### src/rtl/rr_grant_arbiter8.sv
// rr_grant_arbiter8: round-robin owner selection for an 8-way one-hot select
// resource. The grant address and its one-hot decode are both registered.
// A grant is held until the owner raises done or drops its request. Every
// grant is followed by at least one IDLE cycle, so ownership never switches
// directly from one requester to another.
// Optional build macro: ARB_TIMEOUT_EN forces a release after MAX_HOLD grant
// cycles and reports it with a one-cycle timeout pulse.
module rr_grant_arbiter8 #(
    parameter int MAX_HOLD = 16
) (
    input  logic       clk_i,
    input  logic       reset_n_i,
    input  logic [7:0] req_i,
    input  logic       done_i,
    output logic       grant_valid_o,
    output logic [2:0] grant_addr_o,
    output logic [7:0] grant_o,
    output logic       timeout_o
);

    localparam logic [0:0] ST_IDLE  = 1'b0;
    localparam logic [0:0] ST_GRANT = 1'b1;

    logic [0:0] state_q, state_d;
    logic [2:0] last_q,  last_d;
    logic [2:0] addr_q,  addr_d;
    logic [7:0] grant_q, grant_d;
    logic [2:0] winner;
    logic       owner_rel;
    logic       force_rel;

    // Search order starts just after the last owner and wraps modulo 8.
    // The 3-bit sum wraps naturally, and k=8 comes back to last_q itself.
    always_comb begin
        winner = last_q;
        for (int k = 8; k >= 1; k--) begin
            if (req_i[last_q + 3'(k)]) winner = last_q + 3'(k);
        end
    end

    // Only the owner's request bit and done matter while a grant is held.
    assign owner_rel = done_i | ~req_i[addr_q];

`ifdef ARB_TIMEOUT_EN
    logic [7:0] hold_q, hold_d;
    logic       timeout_q, timeout_d;

    // A forced release happens only when the owner has not released on its
    // own. If done coincides with the limit, the release counts as normal.
    assign force_rel = (state_q == ST_GRANT) && !owner_rel &&
                       (hold_q == 8'(MAX_HOLD - 1));

    // Hold counter: counts GRANT cycles and clears on any release and in IDLE.
    always_comb begin
        hold_d    = 8'd0;
        timeout_d = 1'b0;
        if (state_q == ST_GRANT) begin
            if (force_rel)      timeout_d = 1'b1;
            else if (!owner_rel) hold_d   = hold_q + 8'd1;
        end
    end

    // Hold counter and timeout pulse registers.
    always_ff @(posedge clk_i or negedge reset_n_i) begin
        if (!reset_n_i) begin
            hold_q    <= 8'd0;
            timeout_q <= 1'b0;
        end else begin
            hold_q    <= hold_d;
            timeout_q <= timeout_d;
        end
    end

    assign timeout_o = timeout_q;
`else
    logic unused_max_hold;

    assign force_rel       = 1'b0;
    assign timeout_o       = 1'b0;
    assign unused_max_hold = (MAX_HOLD != 0);
`endif

    // Next-state logic: IDLE picks a winner, GRANT waits for a release.
    always_comb begin
        state_d = state_q;
        last_d  = last_q;
        addr_d  = addr_q;
        grant_d = grant_q;
        case (state_q)
            ST_IDLE: begin
                if (|req_i) begin
                    state_d = ST_GRANT;
                    addr_d  = winner;
                    grant_d = 8'd1 << winner;
                end
            end
            ST_GRANT: begin
                if (owner_rel || force_rel) begin
                    state_d = ST_IDLE;
                    last_d  = addr_q;
                    grant_d = 8'd0;
                end
            end
            default: begin
                state_d = ST_IDLE;
                grant_d = 8'd0;
            end
        endcase
    end

    // State registers. After reset, last=7 so the first search starts at 0.
    always_ff @(posedge clk_i or negedge reset_n_i) begin
        if (!reset_n_i) begin
            state_q <= ST_IDLE;
            last_q  <= 3'd7;
            addr_q  <= 3'd0;
            grant_q <= 8'd0;
        end else begin
            state_q <= state_d;
            last_q  <= last_d;
            addr_q  <= addr_d;
            grant_q <= grant_d;
        end
    end

    assign grant_valid_o = (state_q == ST_GRANT);
    assign grant_addr_o  = addr_q;
    assign grant_o       = grant_q;

endmodule

### config.mk
export PLATFORM = sky130hd
export DESIGN_NAME = rr_grant_arbiter8
export DESIGN_NICKNAME = d
export VERILOG_FILES = /design/src/rtl/rr_grant_arbiter8.sv
export SDC_FILE = /design/constraint.sdc
export NUM_CORES = 1
export LEC_CHECK = 0
export ABC_AREA = 1
export BUFFER_PORTS_ARGS = -buffer_cell sky130_fd_sc_hd__buf_2
export CORE_ASPECT_RATIO = 0.8
export CORE_UTILIZATION = 59
export CTS_CLUSTER_SIZE = 20
export DETAILED_ROUTE_END_ITERATION = 7
export PLACE_DENSITY = 0.84
export SLEW_MARGIN = 25
export SYNTH_ARGS = -nofsm -noshare
export SYNTH_HDL_FRONTEND = slang
export SYNTH_SLANG_ARGS = --single-unit
### constraint.sdc
create_clock -name clk_i -period 5.75 [get_ports clk_i]
set_clock_uncertainty 0.15 [all_clocks]
set_input_delay 0.2875 -clock clk_i [delete_from_list [all_inputs] [get_ports clk_i]]
set_output_delay 0.2875 -clock clk_i [all_outputs]
set_load 0.03 [all_outputs]
==> impl_metrics.csv <==
group,metric,value,unit
run_status,run_status,"completed",
cts,cts_max_level,1,
die,fp.dieW,55.16,µm
cts,clkSlewWorstSetupHoldPaths,100,ps
routing,drt-initial-drc-count,77,
global_route,total_congestion_overflow,0,
layout,fillCellCount,189,
routing,wl_per_cell,12.40,µm
layout,insertedDiodeCount,0,
placement,gp_congestion,0.9387,
global_route,grt_antenna_before_repair,0,
routing,drc,0,
routing,ant_nets,0,
hold_path,timing.hold.worst.class,"input port to flop",
yosys,synthDistinctLibCells,27,
critical_path,cp_data_required_time,5800,ps
routing,firstDrtPassIters,7,
yosys,syn-mean-instance-area,6.321,µm²
cts,cts_buffer_depth,2,
critical_path,timing.critical_path.mode_cell,"sky130_fd_sc_hd__nand2_1",
cts,cts-root-buf,"sky130_fd_sc_hd__clkbuf_4",
critical_path,path_cells,"inv_2 -> ha_1 -> inv_1 -> nand3_1 -> nand3_1 -> nand2_1 -> nand3_1 -> nand2_1 -> nand2_1 -> nand2_1 -> nand2_1 -> nand2_1 -> nand2_1 -> nand2_2 -> nand2_1 -> inv_2 -> a21oi_1",
yosys,synth_top_cells_by_area,"sky130_fd_sc_hd__nand2_1 (23%), sky130_fd_sc_hd__dfrtp_1 (23%), sky130_fd_sc_hd__nand3_1 (9.8%), sky130_fd_sc_hd__dfstp_2 (5.9%), sky130_fd_sc_hd__inv_1 (4.8%)",
yosys,synth_fa_ha_area_share,1.876,%
cts,clk-insertion-delay-late,290,ps
hold_path,hp-start,"done_i",
hold_path,hold_end,"grant_valid_o",
critical_path,reg2reg_to,"grant_addr_o[2]",
global_route,grt_start_max_net_pins,16,
die,io-pin-count,24,
die,fp-row-count,15,
sta,final.period_utilization,48.26,%
yosys,netlist_top_cells_count,"sky130_fd_sc_hd__nand2_1 (82), sky130_fd_sc_hd__nand3_1 (26), sky130_fd_sc_hd__inv_1 (17), sky130_fd_sc_hd__dfrtp_1 (12), sky130_fd_sc_hd__nand2_2 (10)",
layout,fin_nets,248,
layout,area_growth,10.79,%
critical_path,critPathSlowestCell,"sky130_fd_sc_hd__dfstp_2",
die,core_region_area,0.002140,mm²
global_route,grt.total_usage,29.60,%
placement,buffer_ports.inserted,22,
sta,setup-violations-final,0,
yosys,cell_area_after_synthesis,0.001334,mm²
critical_path,critical_path.startpoint_type,"flop",
placement,dp_hpwl,2615,µm
yosys,seq_area_frac_synth,28.42,%
sta,setup_total_negative_slack,0,ps
routing,postRouteWirelength,3212,µm
run,cap_viol_max_count,0,
die,fp.dieH,44.53,µm
yosys,ys_ff_latch,15,
routing,route.vias.total,1414,
sta,grt_setup_unrepaired,"false",
layout,final_util,69.06,%
layout,layout-drive-gt1-share,25.64,%
critical_path,critPathArrivalTime,2830,ps
critical_path,slowest_cell_delay_on_critical_path,670,ps
critical_path,setup.worst_path.end_class,"flop",
critical_path,timing.reg2reg.setup_slack,2970,ps
sta,timing.slew.headroom,60.69,%
critical_path,critical_path.max_fanout,12,
global_route,number_of_global_route_vias_before_repair,1246,
yosys,edff_count_synth,0,
yosys,synth.net_count,224,
yosys,synth_top_family_by_area,"simple AND/OR/NAND/NOR gates",
yosys,synth_top_cell_by_area,"sky130_fd_sc_hd__nand2_1",
sta,timing.final.crit_period,2775,ps
critical_path,cp_num_buf_inv,3,
sta,fmax,0.3603,GHz
routing,avgViaCountPerCell,5.459,
sta,final_hold_viol_count,0,
die,initial_core_util,62.34,%
yosys,synth_simple_gate_area_share,49.16,%
critical_path,reg2reg_from,"last_q[0]",
yosys,synth_most_common_cell,"sky130_fd_sc_hd__nand2_1",
die,design.die.area,0.002456,mm²
yosys,synth_top_cell_area_share,23.08,%
critical_path,r2r.worst_path.cells,17,
cts,post_cts.resized_instances,0,
cts,cts_made_buffers,3,
yosys,ys_dominant_reg_cell,"sky130_fd_sc_hd__dfrtp_1",
global_route,global_route_wire_length_before_repair,5195,µm
sta,tightestPinTransition,589.7,ps
critical_path,crit_type,"flop to flop",
yosys,yosys.area_share.xor_xnor,1.220,%
yosys,synthesis.instances,211,
sta,timing.final.max_slew_violations,0,
yosys,ys_async_sr_fraction,100.0,%
critical_path,cp_top_family,"simple AND/OR/NAND/NOR gates",
yosys,synth_mux_area_share,0,%
cts,cts_sinks,15,
hold_path,min_path_cells,3,
yosys,synth_compound_area_share,8.818,%
cts,tritoncts,"done",
yosys,synthesis.yosys.warnings,0,
-- worst reg2reg max path, stage by stage (launching register included) --
cell and delay [ps]:
sky130_fd_sc_hd__dfstp_2 670, sky130_fd_sc_hd__inv_2 140, sky130_fd_sc_hd__ha_1 420, sky130_fd_sc_hd__inv_1 170, sky130_fd_sc_hd__nand3_1 130, sky130_fd_sc_hd__nand3_1 160
sky130_fd_sc_hd__nand2_1 70, sky130_fd_sc_hd__nand3_1 70, sky130_fd_sc_hd__nand2_1 50, sky130_fd_sc_hd__nand2_1 50, sky130_fd_sc_hd__nand2_1 50, sky130_fd_sc_hd__nand2_1 50
sky130_fd_sc_hd__nand2_1 40, sky130_fd_sc_hd__nand2_1 70, sky130_fd_sc_hd__nand2_2 80, sky130_fd_sc_hd__nand2_1 100, sky130_fd_sc_hd__inv_2 60, sky130_fd_sc_hd__a21oi_1 160
-- per-stage QoR --
stage	cells	area [µm²]	hold WS (ps)	setup slack (ps)
after floorplan	211	1334	-158.1	3387
after global placement	254	1440	51.70	3136
after detailed placement	254	1440	61.09	3027
after CTS	259	1478	164.7	2993
after global routing	259	1478	201.9	2754
final	259	1478	169.9	2975
-- cells by family (layout without fill, tap and decap cells) --
logic type,after synthesis,in the layout
simple gates,140,140
buf+inv,30,53
other cells,1,1
compound gates,22,22
xor+xnor,1,1
fa+ha+maj,2,2
flops,15,15
-- what timing repair did --
action,CTS,global route
hold buffers,1,0
endpoints found under the hold margin,12,0
setup buffers,0,0
-- layout make-up --
| type | instances | area, µm² | share of cell area (%) |
|---|---|---|---|
| Multi-Input combinational cell | 166 | 818.3 | 55.38 |
| Sequential cell | 15 | 379.1 | 25.66 |
| Timing Repair Buffer | 23 | 120.1 | 8.129 |
| Inverter | 26 | 101.3 | 6.859 |
| Tap cell | 25 | 31.28 | 2.117 |
| Clock buffer | 3 | 22.52 | 1.524 |
| Clock inverter | 1 | 5.005 | 0.3387 |
-- cell usage in the layout (no fill, tap or decap), types with 2 or more instances in the layout --
cell | Yosys | layout
sky130_fd_sc_hd__a21oi_1 | 8 | 8
sky130_fd_sc_hd__buf_2 | 1 | 22
sky130_fd_sc_hd__clkbuf_4 | 0 | 3
sky130_fd_sc_hd__clkinv_2 | 1 | 2
sky130_fd_sc_hd__dfrtp_1 | 12 | 12
sky130_fd_sc_hd__dfstp_2 | 3 | 3
sky130_fd_sc_hd__ha_1 | 2 | 2
sky130_fd_sc_hd__inv_1 | 17 | 17
sky130_fd_sc_hd__inv_2 | 7 | 7
sky130_fd_sc_hd__nand2_1 | 82 | 82
sky130_fd_sc_hd__nand2_2 | 10 | 10
sky130_fd_sc_hd__nand2_4 | 4 | 4
sky130_fd_sc_hd__nand3_1 | 26 | 26
sky130_fd_sc_hd__nand3_2 | 3 | 3
sky130_fd_sc_hd__nor2_1 | 8 | 8
sky130_fd_sc_hd__nor2_2 | 3 | 3
sky130_fd_sc_hd__o21ai_0 | 8 | 8
sky130_fd_sc_hd__o21ai_1 | 4 | 4
sky130_fd_sc_hd__o221ai_1 | 2 | 2
-- registers in the layout, indices dropped and copies added (netlist names) --
name / flops
last_q: 3
grant_addr_o: 3
grant_valid_o: 1
grant_o: 8
-- worst max-delay path by stage --
stage                     slack [ps]  startpoint              end  cells past startpoint
after floorplan                 3390   last_q[1]       grant_o[2]                     18
after global placement          3140   last_q[0]       grant_o[7]                     17
after detailed placement        3030   last_q[0]       grant_o[2]                     18
after CTS                       2990   last_q[0]  grant_addr_o[2]                     17
after global routing            2750   last_q[0]  grant_addr_o[2]                     17
final                           2970   last_q[0]  grant_addr_o[2]                     17
-- routing by layer --
| metal | share of wire, % | routed length [µm] | global-route usage, % |
|---|---|---|---|
| met4 | 2.1 | 66 | 13.00 |
| met5 | 0 | 0 | 0 |
| met2 | 46 | 1492 | 46.51 |
| met3 | 7.1 | 229 | 4.467 |
| met1 | 44 | 1423 | 40.09 |
Power is left out: the tool's default activity adds up to more than one toggle a clock period on the data nets, which glitch-free logic cannot reach.
